## src/rtl/rf_access_arbiter.sv

```systemverilog
// rf_access_arbiter: round-robin arbiter sharing the
// single-ported register file between two masters.
module rf_access_arbiter #(
  parameter int DATA_WIDTH = 8,
  parameter int ADDR_WIDTH = 4,
  parameter int TIMEOUT    = 15
) (
  input  logic                  clk,
  input  logic                  rst,
  input  logic                  m0_req,
  input  logic                  m0_wr,
  input  logic [ADDR_WIDTH-1:0] m0_addr,
  input  logic [DATA_WIDTH-1:0] m0_wdata,
  output logic                  m0_gnt,
  output logic [DATA_WIDTH-1:0] m0_rdata,
  output logic                  m0_rvalid,
  output logic                  m0_err,
  input  logic                  m1_req,
  input  logic                  m1_wr,
  input  logic [ADDR_WIDTH-1:0] m1_addr,
  input  logic [DATA_WIDTH-1:0] m1_wdata,
  output logic                  m1_gnt,
  output logic [DATA_WIDTH-1:0] m1_rdata,
  output logic                  m1_rvalid,
  output logic                  m1_err,
  output logic                  rf_wr_en,
  output logic                  rf_rd_en,
  output logic [ADDR_WIDTH-1:0] rf_addr,
  output logic [DATA_WIDTH-1:0] rf_wr_data,
  input  logic [DATA_WIDTH-1:0] rf_rd_data,
  input  logic                  rf_rd_valid,
  output logic                  busy
);

  typedef enum logic [1:0] {
    IDLE,
    ISSUE,
    RD_WAIT
  } state_t;

  // last RD_WAIT count before the read is declared lost
  localparam logic [7:0] CNT_LAST = 8'(TIMEOUT - 1);

  state_t                  state;
  logic                    ptr;
  logic                    owner;
  logic                    op_wr;
  logic [7:0]              cnt;
  logic                    win;
  logic                    win_wr;
  logic [ADDR_WIDTH-1:0]   win_addr;
  logic [DATA_WIDTH-1:0]   win_wdata;

  // winner: pointer port on contention, else sole requester
  always_comb begin
    win = 1'b0;
    unique case (1'b1)
      (m0_req && m1_req):  win = ptr;
      (m1_req && !m0_req): win = 1'b1;
      default:             win = 1'b0;
    endcase
    win_wr    = win ? m1_wr    : m0_wr;
    win_addr  = win ? m1_addr  : m0_addr;
    win_wdata = win ? m1_wdata : m0_wdata;
  end

  // arbitration FSM with registered strobes and responses
  always_ff @(posedge clk or negedge rst) begin
    if (!rst) begin
      state      <= IDLE;
      ptr        <= 1'b0;
      owner      <= 1'b0;
      op_wr      <= 1'b0;
      cnt        <= '0;
      busy       <= 1'b0;
      m0_gnt     <= 1'b0;
      m1_gnt     <= 1'b0;
      m0_rvalid  <= 1'b0;
      m1_rvalid  <= 1'b0;
      m0_err     <= 1'b0;
      m1_err     <= 1'b0;
      m0_rdata   <= '0;
      m1_rdata   <= '0;
      rf_wr_en   <= 1'b0;
      rf_rd_en   <= 1'b0;
      rf_addr    <= '0;
      rf_wr_data <= '0;
    end else begin
      m0_gnt    <= 1'b0;
      m1_gnt    <= 1'b0;
      m0_rvalid <= 1'b0;
      m1_rvalid <= 1'b0;
      m0_err    <= 1'b0;
      m1_err    <= 1'b0;
      rf_wr_en  <= 1'b0;
      rf_rd_en  <= 1'b0;
      unique case (state)
        IDLE: begin
          if (m0_req || m1_req) begin
            state      <= ISSUE;
            busy       <= 1'b1;
            owner      <= win;
            op_wr      <= win_wr;
            ptr        <= ~win;
            m0_gnt     <= ~win;
            m1_gnt     <= win;
            rf_addr    <= win_addr;
            rf_wr_en   <= win_wr;
            rf_rd_en   <= ~win_wr;
            rf_wr_data <= win_wr ? win_wdata : '0;
          end
        end
        ISSUE: begin
          cnt <= '0;
          if (op_wr) begin
            state <= IDLE;
            busy  <= 1'b0;
          end else begin
            state <= RD_WAIT;
          end
        end
        RD_WAIT: begin
          if (rf_rd_valid) begin
            state <= IDLE;
            busy  <= 1'b0;
            if (owner) begin
              m1_rdata  <= rf_rd_data;
              m1_rvalid <= 1'b1;
            end else begin
              m0_rdata  <= rf_rd_data;
              m0_rvalid <= 1'b1;
            end
          end else if (cnt == CNT_LAST) begin
            state <= IDLE;
            busy  <= 1'b0;
            if (owner) begin
              m1_rdata <= '0;
              m1_err   <= 1'b1;
            end else begin
              m0_rdata <= '0;
              m0_err   <= 1'b1;
            end
          end else begin
            cnt <= cnt + 8'd1;
          end
        end
        default: begin
          state <= IDLE;
          busy  <= 1'b0;
        end
      endcase
    end
  end

endmodule

```

## config.mk

```make
export PLATFORM = sky130hd
export DESIGN_NAME = rf_access_arbiter
export DESIGN_NICKNAME = d
export VERILOG_FILES = /design/src/rtl/rf_access_arbiter.sv
export SDC_FILE = /design/constraint.sdc
export NUM_CORES = 1
export LEC_CHECK = 0
export ABC_CLOCK_PERIOD_IN_PS = 3350
export CAP_MARGIN = 20
export CORE_UTILIZATION = 48
export CTS_BUF_LIST = sky130_fd_sc_hd__clkbuf_16
export DETAILED_ROUTE_END_ITERATION = 12
export GPL_TIMING_DRIVEN = 0
export HOLD_SLACK_MARGIN = 0.08
export PLACE_DENSITY = 0.9
export SLEW_MARGIN = 20
export SYNTH_ARGS = -nofsm -noshare
export SYNTH_HDL_FRONTEND = slang
export SYNTH_SLANG_ARGS = --single-unit
```

## constraint.sdc

```tcl
create_clock -name clk -period 3.35 [get_ports clk]
set_input_delay 0.67 -clock clk [delete_from_list [all_inputs] [get_ports clk]]
set_output_delay 0.67 -clock clk [all_outputs]
set_load 0.05 [all_outputs]
```

# Word level (Yosys, flattened, before mapping)
# Cells that the tools add are included.
# word_totals
wordCells	89
inputBits	39
regBits	50
# op_classes
n_reduce_logical	13
eq_ne	8
bitwise_logic	3
n_addsub	1
mux	46
# ops
op	count
2-to-1 mux 8 bit	12
2-to-1 mux 1 bit	25
case mux 8 bit (2 select lines)	1
AND reduction 3 bit	4
adder 8 x 1 -> 8 bit (second input constant)	1
== test 8 x 4 -> 1 bit (second input constant)	1
2-to-1 mux 2 bit	4
!= test 2 bit (second input constant)	4
case mux 2 bit (3 select lines)	1
2-to-1 mux 4 bit	1
AND reduction 2 bit	2
nonzero test 2 bit	2
!= test 3 bit (second input constant)	1
inverter 1 bit	3
case mux 1 bit (3 select lines)	1
== test 2 x 1 -> 1 bit (second input constant)	1
== test 2 bit (second input constant)	1
logical AND 1 bit	2
logical NOT 2 bit	1
case mux 1 bit (2 select lines)	1
logical NOT 1 bit	1
logical OR 1 bit	1

# Logic depth before layout (Yosys ltp)
# depth
word_depth	7
mapped_depth	7
ltp_nobuf	6

# Worst setup path before layout
# No wires, ideal clock.
# synth_timing
kind	input-to-reg
from	input m1_req
to	register rf_addr[0]
arrival_ns	1.650
t_required_ns	3.224
slack_ns	1.574
stages	5
n_path_buf	1
setup_time_ns	0.126
path_cell_list	clkbuf_1 > o21ai_2 > inv_2 > and3_1 > a221o_1
# synth_via
elab_chain_cells	3
# synth_lines
element	line	rtl
start, declared	18	input logic m1_req,
logical AND 1 bit, on equally long branches	59, 58	
case mux 1 bit (2 select lines)	57	unique case (1'b1)
2-to-1 mux 4 bit	63	win_addr = win ? m1_addr : m0_addr;
end signal, assigned	107	rf_addr <= win_addr;
end, declared	28	output logic [ADDR_WIDTH-1:0] rf_addr,
# Several ways; a longest one is shown, not always the timed one.
# A chain may end at the register's enable or synchronous reset.

# Worst setup path in the final report
# layout_timing
from	register m1_rdata[0]
to	output m1_rdata[0]
# layout_lines
element	line	rtl
start, declared	23	output logic [DATA_WIDTH-1:0] m1_rdata,
start signal, assigned	127	m1_rdata <= rf_rd_data;
# No word-level cell between the ends.

==> results_dict.tcl <==
set metrics [dict create \
    status "finished clean" \
    synth_cell_types 45 \
    syn_area_mm2 0.00220 \
    crit_fanout 2 \
    utilization_pct 71.5 \
    synth-seq-area-share_pct 56.9 \
    maxSlewHeadroom_pct 62.5 \
    worstPathRequired_ns 2.68 \
    place_hpwl_um 3710 \
    n_antenna_cell 0 \
    via_count 1828 \
    synth_edf_count 0 \
    synthArstFlopShare_pct 100 \
    cpPeakStageDelay_ns 0.83 \
    drc 0 \
    rsz0062_at_grt "no" \
    cp.depth 1 \
    arrival_ns 1.48 \
    yosysTopAreaCell "dfrtp_1" \
    antenna_found_initial 0 \
    crit_chain "clkdlybuf4s50_1" \
    avgSynthCellArea_um2 12.1 \
    dr.pass1.iters 4 \
    synth_nets 223 \
    grtUsageTotal_pct 22.7 \
    clockBufferDepth 2 \
    row_count 24 \
    cts-root-buf "clkbuf_16" \
    synth-main-ff-cell "dfrtp_1" \
    synthTopCellsByArea "dfrtp_1 57%, a22o_1 6.4%, o2111ai_1 3.2%" \
    synthCells 182 \
    cellPowerDensity_mw_per_mm2 978 \
    syn2layout_area_growth_pct 42.6 \
    clkTransAtPathRegs_ns 0.06 \
    place.gp.congestion 0.841 \
    end_kind "output pin" \
    synth_top_area_share_pct 56.9 \
    core_region_area_mm2 0.00438 \
    p_leak_nw 1.37 \
    worst_path_max_delay_cell "clkdlybuf4s50_1" \
    drive_above_1_share_pct 10.7 \
    cts_setup_buffers 0 \
    grt_pass1_wl_um 8580 \
    start_util_pct 50.2 \
    hold_class "input port to asynchronous set/reset pin" \
    worstMarginPinSlew_ns 0.559 \
    clock.fmax_ghz 0.464 \
    peakVddDrop_mv 0.599 \
    top_level_ports 76 \
    start_kind "register" \
    reg2reg_from "cnt[0]" \
    fin_crit_ns 2.15 \
    fin_nets 303 \
    grt_pass1_vias 1806 \
    slew_viol_final 0 \
    drt-vias-per-instance 5.82 \
    die_y_um 69.7 \
    grt-ovfl-total 0 \
    clock_latency_ns 0.29 \
    r2r_end "m1_rdata[6]" \
    finalSetupViolCount 0 \
    cts_max_level 2 \
    clock-sinks 50 \
    grt_max_degree 27 \
    maxCapViolations 0 \
    ctsResizeCount 0 \
    path_delay_family "buffers and inverters" \
    cts_made_buffers 5 \
    yosys_register_bits 50 \
    crit_start "m1_rdata[0]" \
    reg2reg_slack_ns 1.44 \
    dr.first_iter.drc_count 123 \
    wl_um 5140 \
    ctsHoldBuffers 0 \
    worstSetupPathType "register to output pin" \
    route.antenna.remaining_nets 0 \
    crit_buf_inv 1 \
    r2r_cells 6 \
    dieArea_mm2 0.00486 \
    portBuffers 72 \
    final-hold-violation-count 0 \
    finClkSkew_ns 0.00595 \
    die_x_um 69.7 \
    cts_tree "yes" \
    fin_crit_sh_pct 64.3 \
    ys_warn_count 0 \
    wl_per_cell_um 16.4 \
    tns_ns 0 \
]
==> Yosys cell counts (3+ instances only) <==
library cell	n
a21oi_1	4
a221o_1	3
a22o_1	16
a31oi_1	8
and3_1	3
buf_2	5
clkbuf_1	4
dfrtp_1	50
inv_2	3
mux2i_1	3
nand2_1	7
nand3_1	10
nor2_1	15
nor3_1	3
o2111ai_1	8
o31ai_1	3
==> worst max-delay path by stage <==
stage                  endpoint  slack (ns)
finish              m1_rdata[0]        1.20
detailed placement   rf_addr[3]         1.0
CTS                 m1_rdata[0]        1.20
floorplan            rf_addr[0]        1.57
global route         rf_addr[3]        1.11
global placement     rf_addr[3]        0.27
==> area by class of cell <==
class | count | area [um^2]
Timing Repair Buffer | 73 | 736
Clock inverter | 2 | 11.3
Buffer | 9 | 40.0
Tap cell | 52 | 65.1
Multi-Input combinational cell | 118 | 890
Clock buffer | 5 | 125
Inverter | 5 | 18.8
Fill cell | 310 | 1250
Sequential cell | 50 | 1250
==> registers in the layout (all words and copies together), names as in the netlist, 2 cells and up <==
| name | cells |
|---|---|
| state | 2 |
| cnt | 8 |
| m0_rdata | 8 |
| rf_addr | 4 |
| rf_wr_data | 8 |
| m1_rdata | 8 |
==> cell usage in the layout, fill, tap and decap left out, drive strengths merged, types with 2 or more instances in the layout <==
master / instances
clkdlybuf4s50: 71
dfrtp: 50
nor2: 17
a22o: 16
nand3: 11
clkbuf: 9
o2111ai: 8
a31oi: 8
nand2: 7
buf: 7
inv: 6
o21ai: 5
a21oi: 4
mux2i: 3
nor3: 3
o31ai: 3
and3: 3
a221o: 3
and2: 2
or4: 2
o211ai: 2
ha: 2
nand4b: 2
nor4b: 2
nor4: 2
==> power by group <==
| group | internal [mW] | switching, mW |
|---|---|---|
| combinational | 0.566 | 1.06 |
| sequential | 0.825 | 0.136 |
| clock | 0.270 | 0.205 |
==> cells by family after synthesis <==
group / share of synthesized area (%)
AOI/OAI and AO/OA: 21.4
and+or+nand+nor: 16.2
DFF: 56.9
buffers and inverters: 2.67
muxes: 1.37
adders and majority gates: 1.14
xor gates and xnor gates: 0.398
==> metal layers <==
| metal | share of wire (%) | up-vias | GRT usage, % |
|---|---|---|---|
| met4 | 1.2 | 0 | 7.33 |
| met5 | 0 | - | 0 |
| met2 | 49 | 74 | 37.6 |
| met1 | 43 | 886 | 27.5 |
| li1 | - | 861 | - |
| met3 | 7.1 | 7 | 8.28 |
==> per-stage QoR <==
step                cells  hold WS, ns  total power, mW  cell area, um^2  setup slack [ns]
floorplan             182        0.374             2.03             2200              1.57
global route          314        0.411             3.21             3140              1.11
detailed placement    307        0.469             2.59             3000             0.996
CTS                   314        0.386             3.09             3140              1.20
finish                314        0.373             3.07             3140              1.20
global placement      306        0.461             2.56             2990             0.275
(Power assumes the default switching activity.)
